File: config.mk
export PLATFORM = sky130hd
export DESIGN_NAME = ps2_kbd
export DESIGN_NICKNAME = d
export VERILOG_FILES = /design/src/rtl/ps2_pkg.sv /design/src/rtl/ps2_fifo.sv /design/src/rtl/ps2_kbd.sv
export SDC_FILE = /design/constraint.sdc
export NUM_CORES = 1
export LEC_CHECK = 0
export ABC_AREA = 1
export BUFFER_PORTS_ARGS = -buffer_cell sky130_fd_sc_hd__buf_2
export CORE_ASPECT_RATIO = 0.5
export CORE_MARGIN = 4
export CORE_UTILIZATION = 55
export CTS_BUF_LIST = sky130_fd_sc_hd__clkbuf_4 sky130_fd_sc_hd__clkbuf_8
export DETAILED_ROUTE_END_ITERATION = 8
export GPL_ROUTABILITY_DRIVEN = 0
export PLACE_DENSITY = 0.7
export SYNTH_ARGS = -nofsm -noshare
export SYNTH_HDL_FRONTEND = slang
export SYNTH_SLANG_ARGS = --single-unit
File: constraint.sdc
create_clock -name clock -period 3.4 [get_ports clock]
set_input_delay 0.34 -clock clock [delete_from_list [all_inputs] [get_ports clock]]
set_output_delay 0.34 -clock clock [all_outputs]
set_load 0.05 [all_outputs]
File: src/rtl/ps2_pkg.sv
// PS/2 keyboard receiver shared types and frame constants.
// Optional parity checking is enabled with PS2_PARITY_CHECK_EN.
package ps2_pkg;

  typedef enum logic [1:0] {
    IDLE,
    DATA,
    PARITY,
    STOP
  } ps2_state_e;

  localparam logic START_BIT = 1'b0;
  localparam logic STOP_BIT  = 1'b1;
  localparam int   DATA_BITS = 8;

  function automatic logic odd_ok(
    input logic [7:0] d,
    input logic       p
  );
    return ^{d, p};
  endfunction

endpackage

File: src/rtl/ps2_fifo.sv
// Scan-code byte FIFO with sticky overflow and registered head output.
// A pop and a push on a full queue both proceed; the count is unchanged.
module ps2_fifo
  import ps2_pkg::*;
#(
  parameter int DEPTH = 8,
  parameter int WIDTH = 8
) (
  input  logic             clk,
  input  logic             rstn,
  input  logic             push,
  input  logic [WIDTH-1:0] din,
  input  logic             pop_req,
  input  logic             clr,
  output logic [WIDTH-1:0] dout,
  output logic             ready,
  output logic             overflow
);

  localparam int AW = $clog2(DEPTH);

  logic [WIDTH-1:0] mem_q [DEPTH];
  logic [AW-1:0]    wr_q, wr_d;
  logic [AW-1:0]    rd_q, rd_d;
  logic [AW:0]      cnt_q, cnt_d;
  logic             ovf_q, ovf_d;
  logic [WIDTH-1:0] dout_q, dout_d;
  logic             rdy_q, rdy_d;
  logic             full, empty;
  logic             pop, acc, drop;

  always_comb begin
    full  = cnt_q == (AW+1)'(DEPTH);
    empty = cnt_q == '0;
    pop   = pop_req & ~empty;
    acc   = push & (~full | pop);
    drop  = push & full & ~pop;
    rd_d  = rd_q + AW'(pop);
    wr_d  = wr_q + AW'(acc);
    cnt_d = cnt_q + (AW+1)'(acc)
                  - (AW+1)'(pop);
    ovf_d = drop ? 1'b1 :
            clr  ? 1'b0 : ovf_q;
    rdy_d = cnt_d != '0;
    // Head is precomputed so dout is a flop.
    if (cnt_d == '0)
      dout_d = '0;
    else if (acc && wr_q == rd_d)
      dout_d = din;
    else
      dout_d = mem_q[rd_d];
  end

  always_ff @(posedge clk) begin
    if (acc) mem_q[wr_q] <= din;
  end

  always_ff @(posedge clk) begin
    if (!rstn) begin
      wr_q   <= '0;
      rd_q   <= '0;
      cnt_q  <= '0;
      ovf_q  <= 1'b0;
      dout_q <= '0;
      rdy_q  <= 1'b0;
    end else begin
      wr_q   <= wr_d;
      rd_q   <= rd_d;
      cnt_q  <= cnt_d;
      ovf_q  <= ovf_d;
      dout_q <= dout_d;
      rdy_q  <= rdy_d;
    end
  end

  assign dout     = dout_q;
  assign ready    = rdy_q;
  assign overflow = ovf_q;

endmodule

File: src/rtl/ps2_kbd.sv
// PS/2 keyboard receiver: pin sync, frame FSM, timeout, byte FIFO.
// Define PS2_PARITY_CHECK_EN to drop odd-parity failures.
module ps2_kbd
  import ps2_pkg::*;
#(
  parameter int FIFO_DEPTH = 8,
  parameter int TIMEOUT    = 25000
) (
  input  logic       clock,
  input  logic       resetn,
  input  logic       ps2_clk,
  input  logic       ps2_dat,
  input  logic       rd,
  input  logic       clr,
  output logic [7:0] kbd_data,
  output logic       kbd_ready,
  output logic       kbd_overflow,
  output logic       parity_err
);

  localparam int TW = $clog2(TIMEOUT);

  logic          c_s1_q, c_s2_q, c_h_q;
  logic          d_s1_q, d_s2_q;
  logic          fall_q, fall_d;
  logic          bit_q, bit_d;
  ps2_state_e    state_q, state_d;
  logic [2:0]    bcnt_q, bcnt_d;
  logic [7:0]    sr_q, sr_d;
  logic [TW-1:0] tmo_q, tmo_d;
  logic          tmo_hit;
  logic          stop_ev, par_good;
  logic          push;
  logic          perr_d;

  always_ff @(posedge clock) begin
    if (!resetn) begin
      c_s1_q <= 1'b1;
      c_s2_q <= 1'b1;
      c_h_q  <= 1'b1;
      d_s1_q <= 1'b1;
      d_s2_q <= 1'b1;
      fall_q <= 1'b0;
      bit_q  <= 1'b1;
    end else begin
      c_s1_q <= ps2_clk;
      c_s2_q <= c_s1_q;
      c_h_q  <= c_s2_q;
      d_s1_q <= ps2_dat;
      d_s2_q <= d_s1_q;
      fall_q <= fall_d;
      bit_q  <= bit_d;
    end
  end

  always_comb begin
    fall_d = c_h_q & ~c_s2_q;
    bit_d  = d_s2_q;
  end

  always_ff @(posedge clock) begin
    if (!resetn) state_q <= IDLE;
    else         state_q <= state_d;
  end

  assign tmo_hit = (state_q != IDLE) &&
                   (tmo_q == TW'(TIMEOUT - 1));

  always_comb begin
    state_d = state_q;
    unique case (state_q)
      IDLE:
        if (fall_q && bit_q == START_BIT)
          state_d = DATA;
      DATA:
        if (fall_q &&
            bcnt_q == 3'(DATA_BITS - 1))
          state_d = PARITY;
      PARITY:
        if (fall_q) state_d = STOP;
      STOP:
        if (fall_q) state_d = IDLE;
    endcase
    if (tmo_hit) state_d = IDLE;
  end

  always_comb begin
    bcnt_d = bcnt_q;
    sr_d   = sr_q;
    if (state_q == IDLE)
      bcnt_d = '0;
    else if (state_q == DATA && fall_q) begin
      bcnt_d = bcnt_q + 3'd1;
      sr_d   = {bit_q, sr_q[7:1]};
    end
    tmo_d = (fall_q || state_q == IDLE) ?
            '0 : tmo_q + TW'(1);
  end

  always_ff @(posedge clock) begin
    if (!resetn) begin
      bcnt_q <= '0;
      sr_q   <= '0;
      tmo_q  <= '0;
    end else begin
      bcnt_q <= bcnt_d;
      sr_q   <= sr_d;
      tmo_q  <= tmo_d;
    end
  end

`ifdef PS2_PARITY_CHECK_EN
  logic par_q, par_d;
  logic perr_q;

  always_comb begin
    par_d = par_q;
    if (state_q == PARITY && fall_q)
      par_d = bit_q;
  end

  always_ff @(posedge clock) begin
    if (!resetn) begin
      par_q  <= 1'b0;
      perr_q <= 1'b0;
    end else begin
      par_q  <= par_d;
      perr_q <= perr_d;
    end
  end

  assign par_good   = odd_ok(sr_q, par_q);
  assign parity_err = perr_q;
`else
  assign par_good   = 1'b1;
  assign parity_err = 1'b0;
`endif

  always_comb begin
    stop_ev = (state_q == STOP) && fall_q &&
              (bit_q == STOP_BIT) && !tmo_hit;
    push    = stop_ev & par_good;
    perr_d  = stop_ev & ~par_good;
  end

  ps2_fifo #(
    .DEPTH (FIFO_DEPTH),
    .WIDTH (8)
  ) u_fifo (
    .clk      (clock),
    .rstn     (resetn),
    .push     (push),
    .din      (sr_q),
    .pop_req  (rd),
    .clr      (clr),
    .dout     (kbd_data),
    .ready    (kbd_ready),
    .overflow (kbd_overflow)
  );

endmodule

### Yosys cells after proc, flatten, opt, wreduce, memory -nomap -nowiden

Memories as Yosys holds them, arrays and structs flattened. A register that Yosys moved wholly into a read port is not among the register bits.
Cells that the tools add are included.

* output and inout port bits: 11
* input port bits: 6
* register bits after elaboration: 47
* bits in writable memories: 64
* memories kept: 1

* equality and inequality tests: 10
* bitwise logic cells: 13
* $add $sub $neg: 6
* reductions and logical operators: 21
* multiplexer cells: 9

Memory list
* u_fifo.mem_q: words 8, width 8, read ports 1, clocked after Yosys merged registers in 1, write ports 1, RTL line ps2_fifo.sv:22 `logic [WIDTH-1:0] mem_q [DEPTH];`

Operators with widths (count)
* adder 15 x 1 -> 15 bit (second input constant): 1
* equality test 15 bit (second input constant): 1
* logical NOT 4 bit: 2
* 2-to-1 mux 2 bit: 4
* inequality test 2 bit (second input constant): 4
* one-hot mux 2 bit (4 select lines): 1
* OR reduction 2 bit: 4
* logical AND 1 bit: 7
* inverter 1 bit: 7
* adder 3 x 1 -> 3 bit: 2
* AND 1 bit: 5
* adder 4 x 1 -> 4 bit: 1
* equality test 2 bit (second input constant): 2
* equality test 4 bit (second input constant): 1
* 2-to-1 mux 1 bit: 4
* AND reduction 4 bit: 1
* nonzero test 2 bit: 2
* nonzero test 4 bit: 1
* subtractor 4 x 1 -> 4 bit: 1
* adder 3 x 1 -> 3 bit (second input constant): 1
* equality test 3 bit (second input constant): 1
* equality test 2 x 1 -> 1 bit (second input constant): 1
* logical NOT 2 bit: 1
* AND reduction 2 bit: 1
* other kinds (3): 3

### Longest topological paths before layout

* depth in word-level cells: 9
* mapped depth: 17

### Modules after synthesis

Synthesis repeated with hierarchy kept, for this count alone.

* cell total of the unflattened synthesis: 624
* area total of the unflattened synthesis: 5366.4 sq um

By module, submodules not included
* ps2_fifo: instances 1, area each 3764.9 sq um, cells an instance 405, seq. area each 2322.2 sq um
* ps2_kbd: instances 1, area each 1601.5 sq um, cells an instance 219, seq. area each 700.7 sq um

### Least setup slack after synthesis

OpenSTA, ideal clock, no wires.

* kind: register to register
* start point: register state_q[0]
* end point: register u_fifo.dout_q[0] (netlist: u_fifo.dout[0]), read port of u_fifo.mem_q
* period minus slack after synthesis: 2366 ps
* path buffers: 0
* arrival time: 2253 ps
* stages on the path, launching flop included: 18
* setup slack: 1034 ps
* cell sequence: dfxtp_1 > inv_1 > ha_1 > nor2_1 > nand2_1 > nor2_1 > nand2_1 > nand3_1 > inv_1 > ha_1 > inv_1 > fa_1 > o21ai_0 > a21oi_1 > nor3_1 > nand2_2 > nand2_1 > nor2_1

* longest elaborated chain between the ends: 9
* elaborated cells on any way between the ends: 12
* those cells by class: add/sub: 2; eq/ne: 1; bitwise: 1; reduce/logical: 8

RTL lines
* start, declared: RTL line ps2_kbd.sv:27 `ps2_state_e state_q, state_d;`
* start signal, assigned: RTL line ps2_kbd.sv:63 `else state_q <= state_d;`
* equality test 2 bit or nonzero test 2 bit (tied branches): RTL line ps2_kbd.sv:140, ps2_kbd.sv:66
* logical AND 1 bit, on equally long branches: RTL line ps2_kbd.sv:140, ps2_kbd.sv:66
* logical AND 1 bit or logical NOT 1 bit (tied branches): RTL line ps2_kbd.sv:140, ps2_kbd.sv:141
* logical AND 1 bit (*): RTL line ps2_kbd.sv:141 `(bit_q == STOP_BIT) && !tmo_hit;`
* AND 1 bit (*): RTL line ps2_fifo.sv:36 `acc = push & (~full | pop);`
* adder 4 x 1 -> 4 bit (*): RTL line ps2_fifo.sv:40 `cnt_d = cnt_q + (AW+1)'(acc)`
* subtractor 4 x 1 -> 4 bit (*): RTL line ps2_fifo.sv:41 `- (AW+1)'(pop);`
* logical NOT 4 bit (*): RTL line ps2_fifo.sv:46 `if (cnt_d == '0)`
* OR reduction 2 bit (no line) (*)
* end, declared: RTL line ps2_fifo.sv:27 `logic [WIDTH-1:0] dout_q, dout_d;`

Mark *: on every way between the ends. The rest lies on a longest branch, timed or not.
A chain may end at the register's enable or synchronous reset.

### Worst setup path in the final report

* start point: register state_q[0]
* end point: register u_fifo.dout_q[1] (netlist: u_fifo.dout[1]), read port of u_fifo.mem_q

Same word-level chain as after synthesis.

==> flow_summary.yaml <==
floorplan:
  die_w_um: 142.6
  placementRows: 24
  die_area_um2: 10740
  chipHeight_um: 75.30
  start_util_pct: 56.82
  design.core.area_um2: 8768
  num_io_pins: 17
cells_and_area:
  ant_diodes: 0
  post-route-cell-area_um2: 5609
  layout-drive-gt1-share_pct: 12.26
  num-nets-final: 575
  area_delta_synth_final_pct: 12.58
sta:
  unrepaired_setup_endpoints_after_global_routing: "no"
  fmax_mhz: 381.2
  worst_slew_pin_slew_ns: 0.9369
  layout_min_cycle_time_ns: 2.623
  timing.final.max_slew_violations: 0
  timing.clock.skew_ns: 0.009317
  fin_tns_setup_ns: 0
  max-slew-margin-rel_pct: 37.31
  report.final.setup_viol: 0
  fin_ws_ns: 0.7769
  final_min_period_over_clock_period_pct: 77.15
  hold_viol: 0
clock_tree:
  clkTransAtPathRegs_ns: 0.07
  cts_root_buf: "sky130_fd_sc_hd__clkbuf_8"
  cts_tree: "yes"
  number_of_buffers_inserted_for_hold_repair_after_clock_tree_synthesis: 0
  cts-buffers-inserted: 17
  cts_resized: 0
  cts.sinks: 119
  clkLatencyLatePin_ns: 0.43
  cts_htree_levels: 4
  post_cts_buffers: 0
  cts_max_path_buffers: 2
status:
  outcome: "complete, no violations"
synthesis:
  synth_top_area_share_pct: 38.57
  synth-simple-area-share_pct: 22.73
  synth_adder_area_share_pct: 4.922
  synth-seq-cells: 119
  yosys_warnings: 0
  async_set_or_reset_flop_fraction_in_the_synthesized_netlist_pct: 0
  cell_count_after_synthesis: 523
  cell_types_occupying_the_most_area_after_synthesis: "sky130_fd_sc_hd__edfxtp_1, sky130_fd_sc_hd__dfxtp_1, sky130_fd_sc_hd__nand2_1, sky130_fd_sc_hd__nand3_1, sky130_fd_sc_hd__ha_1"
  post_synth_most_frequent_cells: "sky130_fd_sc_hd__nand2_1, sky130_fd_sc_hd__edfxtp_1, sky130_fd_sc_hd__nor2_1, sky130_fd_sc_hd__nand3_1, sky130_fd_sc_hd__dfxtp_1"
  postSynth.topFlopCell: "sky130_fd_sc_hd__edfxtp_1"
  synth_sequential_area_ratio_pct: 60.67
  synth.largest_area_cell: "sky130_fd_sc_hd__edfxtp_1"
  ys_types: 32
  synth_xor_xnor_area_share_pct: 1.532
  share_of_the_synthesized_area_in_compound_gates_ao_oa_aoi_oai_pct: 4.571
  synth_enable_flop_cells: 64
  synth_top_family_by_area: "simple AND/OR/NAND/NOR gates"
  post_synth_mux_area_share_pct: 0
  synthesis.area_um2: 4982
  yosysMostFrequentCell: "sky130_fd_sc_hd__nand2_1"
  synth.net_count: 548
  syn_avg_cell_area_um2: 9.526
global_routing:
  antenna_violations_before_repair: 0
  global_route_wire_length_before_repair_mm: 15.51
  groute.usage.overall_pct: 19.40
  pin_count_of_the_biggest_net_entering_global_routing: 34
  grt-ovfl-total: 0
  first_global_vias: 3202
route:
  vias: 3354
  initialDrtViolationCount: 223
  routed_wl_mm: 9.240
  wl_per_cell_um: 13.59
  drcViolationCount: 0
  vias_per_inst: 4.932
  remaining_number_of_nets_flagged_by_the_antenna_check_after_routing: 0
  drtPass1Iterations: 4
critical_path:
  crit_required_ns: 3.73
  setup.worst_path.class: "register to register"
  critPathCaptureType: "register"
  cp-start-kind: "register"
  critPathMaxFanout: 9
  cp_data_arrival_time_ns: 2.96
power:
  pwr_density_cell_nw_per_um2: 827.1
  ir_drop_v: 0.0004391
  p_leak_uw: 0.002254
placement:
  place_hpwl_mm: 6.007
  pre_cts_slack_ns: 0.7754
  port-buffer-count: 15
  placed_cell_area_um2: 5189
flow_run:
  cap_viol_max_count: 0
hold_path:
  min_path_type: "primary input to register"
[critical path, cell delays in order, from the launching register on]
cell and delay (ns):
sky130_fd_sc_hd__dfxtp_1 0.33, sky130_fd_sc_hd__inv_1 0.13, sky130_fd_sc_hd__ha_1 0.22, sky130_fd_sc_hd__nor2_1 0.06, sky130_fd_sc_hd__nand2_1 0.05, sky130_fd_sc_hd__nor2_1 0.04
sky130_fd_sc_hd__nand2_1 0.08, sky130_fd_sc_hd__nand3_1 0.16, sky130_fd_sc_hd__inv_1 0.15, sky130_fd_sc_hd__ha_1 0.18, sky130_fd_sc_hd__inv_1 0.05, sky130_fd_sc_hd__fa_1 0.37
sky130_fd_sc_hd__o21ai_0 0.16, sky130_fd_sc_hd__a21oi_1 0.07, sky130_fd_sc_hd__nor3_1 0.18, sky130_fd_sc_hd__nand2_2 0.17, sky130_fd_sc_hd__nand2_1 0.10, sky130_fd_sc_hd__nor2_1 0.04
[layout make-up]
cell class | count | area (um2)
Clock inverter | 14 | 172.7
Sequential cell | 119 | 3023
Clock buffer | 18 | 247.7
Fill cell | 701 | 3159
Timing Repair Buffer | 23 | 135.1
Multi-Input combinational cell | 336 | 1685
Tap cell | 117 | 146.4
Inverter | 53 | 198.9
[power by group]
part	leakage, uW	switching, uW	total [uW]	internal (uW)
Combinational	0.00111	1120	1660	534
Clock	0.000199	581	1330	746
Sequential	0.000947	45.0	1660	1610
Total	0.00225	1750	4640	2890
[flip-flops by register name (all words and copies together) (netlist names), 2 cells and up]
| name | flops |
|---|---|
| u_fifo.mem_q | 64 |
| tmo_q | 15 |
| sr_q | 8 |
| u_fifo.dout | 8 |
| u_fifo.cnt_q | 4 |
| bcnt_q | 3 |
| u_fifo.rd_q | 3 |
| u_fifo.wr_q | 3 |
| state_q | 2 |
[stage by stage]
step / instances / hold slack (ns) / util [%] / power, uW
after floorplan: 523 / 0.3924 / - / 2983
after detailed placement: 648 / 0.3967 / 59.18 / 3357
after CTS: 680 / 0.06310 / 63.97 / 4687
after global routing: 680 / 0.08152 / 63.97 / 4987
final: 680 / 0.09050 / 63.97 / 4640
after global placement: 648 / 0.3947 / 59.18 / 3314
[layer usage]
layer | vias to the layer above | track usage [%] | share of wire (%)
met2 | 57 | 30.93 | 46
met1 | 1518 | 24.82 | 47
met3 | 13 | 5.392 | 4.6
met4 | 0 | 10.33 | 1.6
met5 | - | 0 | 0
li1 | 1766 | - | -
[path summary, 6_finish.rpt]
check | startpoint | end | slack (ns) | depth (start not counted)
max reg2reg | state_q[0] | u_fifo.dout[1] | 0.78 | 17
min | ps2_clk | c_s1_q | 0.09 | 2
min reg2reg | bit_d | bit_q | 0.41 | 1
max | state_q[0] | u_fifo.dout[1] | 0.78 | 17
[kinds of logic after synthesis]
family / after synthesis
compound gates: 43
xor+xnor: 7
fa+ha+maj: 19
buf+inv: 68
flops: 119
other cells: 1
simple gates: 266
[cells in the final DEF (no fill, tap or decap), drive strengths merged]
cell type	netlist	routed
a211oi	2	2
a21oi	21	21
buf	8	23
bufinv	0	3
clkbuf	7	18
clkinv	0	5
clkinvlp	0	4
conb	1	1
dfxtp	55	55
edfxtp	64	64
fa	1	1
ha	18	18
inv	53	55
nand2	130	130
nand3	57	57
nand3b	1	1
nand4	2	2
nor2	61	61
nor3	7	7
o211ai	1	1
o21a	1	1
o21ai	17	17
o31ai	1	1
or2	8	8
xnor2	3	3
xor2	4	4
(Power assumes the default switching activity.)
